### src/rtl/grass_pkg.sv
// ============================================================================
// Module : grass_pkg
// Shared types and defaults for the GRASS round controller.
// Rev    : 1.0
// ============================================================================
`default_nettype none

package grass_pkg;

   localparam int BLOCK_W        = 128;
   localparam int NUM_ROUNDS_DEF = 10;
   localparam int STAGE_LAT_DEF  = 17;

   typedef enum logic [1:0] {
      ST_IDLE  = 2'd0,
      ST_ISSUE = 2'd1,
      ST_WAIT  = 2'd2,
      ST_DONE  = 2'd3
   } grass_state_e;

endpackage : grass_pkg

`default_nettype wire

### src/rtl/grass_lat_timer.sv
// ============================================================================
// Module : grass_lat_timer
// Loadable down-counter with a zero flag, used to time the shared stage.
// Rev    : 1.0
// ============================================================================
`default_nettype none

module grass_lat_timer #(
   parameter int CNT_W = 5
) (
   input  logic             clk,
   input  logic             rst,
   input  logic             load_i,
   input  logic             clear_i,
   input  logic             en_i,
   input  logic [CNT_W-1:0] load_val_i,
   output logic             zero_o
);

   logic [CNT_W-1:0] r_count;

   always_ff @(posedge clk or negedge rst) begin
      if (!rst) begin
         r_count <= '0;
      end else if (clear_i) begin
         r_count <= '0;
      end else if (load_i) begin
         r_count <= load_val_i;
      end else if (en_i && (r_count != '0)) begin
         r_count <= r_count - 1'b1;
      end
   end

   assign zero_o = (r_count == '0);

endmodule : grass_lat_timer

`default_nettype wire

### src/rtl/grass_round_ctrl.sv
// ============================================================================
// Module : grass_round_ctrl
// Iterates one block NUM_ROUNDS times through an external fixed-latency stage.
// Optional feature macro: GRASS_PERF_CNT_EN (block and busy-cycle counters).
// Rev    : 1.0
// ============================================================================
`default_nettype none

module grass_round_ctrl
   import grass_pkg::*;
#(
   parameter int NUM_ROUNDS = NUM_ROUNDS_DEF,
   parameter int STAGE_LAT  = STAGE_LAT_DEF
) (
   input  logic               clk,
   input  logic               rst,
   input  logic               in_valid_i,
   output logic               in_ready_o,
   input  logic [BLOCK_W-1:0] in_data_i,
   input  logic               flush_i,
   output logic               out_valid_o,
   input  logic               out_ready_i,
   output logic [BLOCK_W-1:0] out_data_o,
   output logic [3:0]         stage_num_o,
   output logic [BLOCK_W-1:0] stage_data_o,
   input  logic [BLOCK_W-1:0] stage_data_i
`ifdef GRASS_PERF_CNT_EN
   ,
   output logic [31:0]        blocks_done_o,
   output logic [31:0]        busy_cycles_o
`endif
);

   localparam int               c_CNT_W      = (STAGE_LAT > 1) ? $clog2(STAGE_LAT) : 1;
   localparam logic [c_CNT_W-1:0] c_LAT_LOAD = c_CNT_W'(STAGE_LAT - 1);
   localparam logic [3:0]       c_LAST_ROUND = 4'(NUM_ROUNDS - 1);

   grass_state_e       r_state;
   grass_state_e       w_state_next;
   logic               r_in_ready;
   logic [BLOCK_W-1:0] r_work;
   logic [3:0]         r_round;
   logic               w_accept;
   logic               w_out_hs;
   logic               w_load;
   logic               w_capture;
   logic               w_abort;
   logic               w_lat_zero;

   assign w_accept = in_valid_i && r_in_ready;
   assign w_out_hs = out_valid_o && out_ready_i;

   always_comb begin
      w_state_next = r_state;
      w_load       = 1'b0;
      w_capture    = 1'b0;
      w_abort      = 1'b0;
      unique case (r_state)
         ST_IDLE: begin
            if (w_accept) w_state_next = ST_ISSUE;
         end
         ST_ISSUE: begin
            w_load       = 1'b1;
            w_state_next = ST_WAIT;
         end
         ST_WAIT: begin
            if (w_lat_zero) begin
               w_capture    = 1'b1;
               w_state_next = (r_round == c_LAST_ROUND) ? ST_DONE : ST_ISSUE;
            end
         end
         ST_DONE: begin
            if (w_out_hs) w_state_next = ST_IDLE;
         end
         default: w_state_next = ST_IDLE;
      endcase
      // Abort wins over any capture so a stale stage result never lands in work
      if (flush_i && (r_state != ST_IDLE)) begin
         w_abort      = 1'b1;
         w_load       = 1'b0;
         w_capture    = 1'b0;
         w_state_next = ST_IDLE;
      end
   end

   always_ff @(posedge clk or negedge rst) begin
      if (!rst) begin
         r_state    <= ST_IDLE;
         r_in_ready <= 1'b0;
      end else begin
         r_state    <= w_state_next;
         r_in_ready <= (w_state_next == ST_IDLE);
      end
   end

   always_ff @(posedge clk or negedge rst) begin
      if (!rst) begin
         r_work  <= '0;
         r_round <= '0;
      end else if (w_abort) begin
         r_round <= '0;
      end else if (w_accept) begin
         r_work  <= in_data_i;
         r_round <= '0;
      end else if (w_capture) begin
         r_work <= stage_data_i;
         if (r_round != c_LAST_ROUND) r_round <= r_round + 4'd1;
      end
   end

   grass_lat_timer #(
      .CNT_W (c_CNT_W)
   ) u_lat_timer (
      .clk        (clk),
      .rst        (rst),
      .load_i     (w_load),
      .clear_i    (w_abort),
      .en_i       (r_state == ST_WAIT),
      .load_val_i (c_LAT_LOAD),
      .zero_o     (w_lat_zero)
   );

   assign in_ready_o   = r_in_ready;
   assign out_valid_o  = (r_state == ST_DONE) && !flush_i;
   assign out_data_o   = r_work;
   assign stage_num_o  = r_round;
   assign stage_data_o = r_work;

`ifdef GRASS_PERF_CNT_EN
   logic [31:0] r_blocks_done;
   logic [31:0] r_busy_cycles;

   always_ff @(posedge clk or negedge rst) begin
      if (!rst) begin
         r_blocks_done <= '0;
         r_busy_cycles <= '0;
      end else begin
         if (w_out_hs) r_blocks_done <= r_blocks_done + 32'd1;
         if ((r_state != ST_IDLE) && (r_busy_cycles != 32'hFFFF_FFFF))
            r_busy_cycles <= r_busy_cycles + 32'd1;
      end
   end

   assign blocks_done_o = r_blocks_done;
   assign busy_cycles_o = r_busy_cycles;
`else
   // This build carries no performance counters.
`endif

endmodule : grass_round_ctrl

`default_nettype wire

### config.mk
export PLATFORM = sky130hd
export DESIGN_NAME = grass_round_ctrl
export DESIGN_NICKNAME = d
export VERILOG_FILES = /design/src/rtl/grass_pkg.sv /design/src/rtl/grass_lat_timer.sv /design/src/rtl/grass_round_ctrl.sv
export SDC_FILE = /design/constraint.sdc
export NUM_CORES = 1
export LEC_CHECK = 0
export ABC_AREA = 1
export BUFFER_PORTS_ARGS = -buffer_cell sky130_fd_sc_hd__buf_4
export CAP_MARGIN = 25
export CORE_AREA = 4 4 203 205
export DETAILED_ROUTE_END_ITERATION = 6
export DIE_AREA = 0 0 207 209
export GPL_ROUTABILITY_DRIVEN = 0
export PLACE_DENSITY = 0.48
export SLEW_MARGIN = 20
export SYNTH_ARGS = -nofsm -noshare
export SYNTH_HDL_FRONTEND = slang
export SYNTH_SLANG_ARGS = --single-unit
### constraint.sdc
create_clock -name clk -period 1.6 [get_ports clk]
set_input_delay 0.16 -clock clk [delete_from_list [all_inputs] [get_ports clk]]
set_output_delay 0.16 -clock clk [all_outputs]
set_load 0.1 [all_outputs]
==> flow_metrics.py <==
metrics = {
    "layout": {
        "finalInstanceArea_sq_um": 13100,
        "layout_commonest_cell": "nand2_1",
        "nFillCells": 4243,
        "nets": 1852,
        "area_growth_pct": 55.1,
        "final_cell_mix": "659 x nand2_1, 530 x buf_4, 144 x nand3_1, 134 x dfrtp_1, 24 x clkbuf_16",
        "postLayoutCoreUtil_pct": 33.1,
        "drive_above_1_share_pct": 38.9,
        "antennaDiodeCount": 0,
    },
    "placement": {
        "io_buffers": 522,
        "post-dp-hpwl_microns": 23800,
        "postPlaceCellArea_sq_um": 12000,
    },
    "worst_setup_path": {
        "critical_path_required_ns": 1.93,
        "r2r.worst_path.cells": 8,
        "path_class": "reg2reg",
        "start_kind": "flip-flop",
        "worstPathArrival_ns": 1.86,
        "cp_max_fo": 19,
        "cp-end-kind": "flip-flop",
    },
    "sta": {
        "min_period_ns": 1.54,
        "finalHoldWorstSlack_ns": 0.0419,
        "max_freq_mhz": 650,
        "fin_crit_sh_pct": 96.1,
        "setup_viol_count_final": 0,
        "tightest_slew_ns": 0.357,
        "finalHoldViolations": 0,
        "finalMaxSlewViolations": 0,
        "slew_headroom_pct": 76.2,
        "fin_skew_ns": 0.0126,
        "rsz0062_at_grt": "true",
    },
    "detailed_routing": {
        "routed_wl_microns": 34500,
        "drc": 0,
        "dr_wl_met2_microns": 17400,
        "ant_nets": 0,
        "vias": 8726,
        "routedWlPerCell_microns": 16.2,
        "drt_iter0_drc": 425,
        "dr.pass1.iters": 4,
        "highest_layer": "met4",
        "routed-wl-met3_microns": 1990,
        "wl_met1_microns": 14700,
        "vias_per_cell": 4.10,
    },
    "flow_run": {
        "maxCapViolations": 0,
    },
    "global_routing": {
        "grt_usage_pct": 14.1,
        "grt_pass1_wl_microns": 49400,
        "grt_pass1_vias": 8500,
        "grt_max_degree": 79,
        "antenna_found_initial": 0,
        "grt_overflow_total": 0,
    },
    "synth": {
        "syn-num-nets": 1465,
        "synth_seq_area_share_pct": 41.6,
        "ys_seq_elements": 140,
        "synth.avg_cell_area_sq_um": 7.02,
        "syn_area_sq_um": 8430,
        "netlist_instances": 1201,
        "ys_types": 20,
        "yosys_warnings": 0,
    },
    "clocking": {
        "cts_root_buffer": "clkbuf_16",
        "cts_made_buffers": 17,
        "cts_tree": "done",
        "htree_levels": 4,
        "clockBufferDepth": 2,
        "clock-sinks": 140,
        "clk_latency_ns": 0.43,
        "clk_pin_slew_ns": 0.06,
    },
    "die": {
        "core_area_sq_um": 39500,
        "die_w_microns": 207,
        "start_util_pct": 21.4,
        "die_h_microns": 209,
        "pin_count": 523,
        "die_area_sq_um": 43300,
        "rows": 73,
    },
    "worst_hold_path": {
        "hold_class": "in2reg",
        "hold_depth": 5,
    },
    "status": {
        "status": "complete, no violations",
    },
}
## path summary, 6_finish.rpt
kind	start	endpoint	slack, ns
worst max-delay path	u_lat_timer.r_count[1]	out_data_o[111]	0.06
worst min-delay path	in_data_i[119]	out_data_o[119]	0.04
worst max register to register	u_lat_timer.r_count[1]	out_data_o[111]	0.06
worst min register to register	out_data_o[32]	out_data_o[32]	0.51
max in group asynchronous	rst	r_state[0]	0.83
min in group asynchronous	rst	out_data_o[93]	0.18
## cell families (layout without fill, tap and decap cells)
family	after synthesis	count (layout)	share of synthesized area [%]
xor gates and xnor gates	1	1	0.104
DFF	140	140	41.6
AOI/OAI and AO/OA	5	5	0.297
and+or+nand+nor	834	836	39.7
buffers and inverters	218	616	17.9
adders and majority gates	3	3	0.445
## worst max-delay path, stage by stage, from the launching register on
cell and delay [ns]:
dfrtp_1 0.38, inv_2 0.09, ha_4 0.15, nand4_4 0.14, nand2_8 0.20, nand2_4 0.14, buf_8 0.20, nand2_1 0.08
nand2_1 0.05
## layer usage
layer	track usage, %	vias up
met5	0	-
met4	3.88	0
met3	3.71	17
met2	24.8	282
met1	17.2	4070
li1	-	4357
## through the flow
stage / setup slack [ns] / std cells / setup TNS [ns]
3_5_place_dp: 0.0165 / 2072 / 0
2_1_floorplan: 0.00517 / 1201 / 0
4_1_cts: 0.00343 / 2109 / 0
3_3_place_gp: 0.0785 / 2072 / 0
5_1_grt: -0.0428 / 2126 / -1.48
6_report: 0.0625 / 2126 / 0
## synth_stat cells (all sizes together)
cell / count / area share [%]
nand4: 3 / 0.30
dfrtp: 140 / 42
buf: 183 / 16
nand2: 670 / 30
o21ai: 4 / 0.24
nor3: 1 / 0.059
nand3b: 1 / 0.089
or2: 1 / 0.074
clkbuf: 15 / 0.67
nand3: 146 / 8.7
inv: 20 / 0.89
xor2: 1 / 0.10
a21oi: 1 / 0.059
nor2: 12 / 0.71
ha: 3 / 0.45
## layout make-up
type | instances | area, sq um | share of cell area [%]
Multi-Input combinational cell | 845 | 3570 | 27.3
Inverter | 20 | 82.6 | 0.632
Tap cell | 525 | 657 | 5.02
Timing Repair Buffer | 564 | 4620 | 35.4
Clock inverter | 10 | 164 | 1.25
Clock buffer | 22 | 464 | 3.55
Sequential cell | 140 | 3520 | 26.9
## state kept, by name, indices dropped and copies added (netlist names)
| register | count |
|---|---|
| r_state | 2 |
| u_lat_timer.r_count | 5 |
| in_ready_o | 1 |
| out_data_o | 128 |
| stage_num_o | 4 |
## what timing repair did
| item | 4_1_cts | 5_1_grt |
|---|---|---|
| endpoints found under the hold margin | 143 | 0 |
| buffers inserted | 0 | 3 |
| hold buffers | 5 | 0 |
| pin swaps | 0 | 3 |
| endpoints found under the setup margin | 1 | 121 |
| cloned | 0 | 14 |
| resized for setup | 1 | 31 |
Power is left out: the tool's default activity adds up to more than one toggle a clock period on the data nets, which glitch-free logic cannot reach.
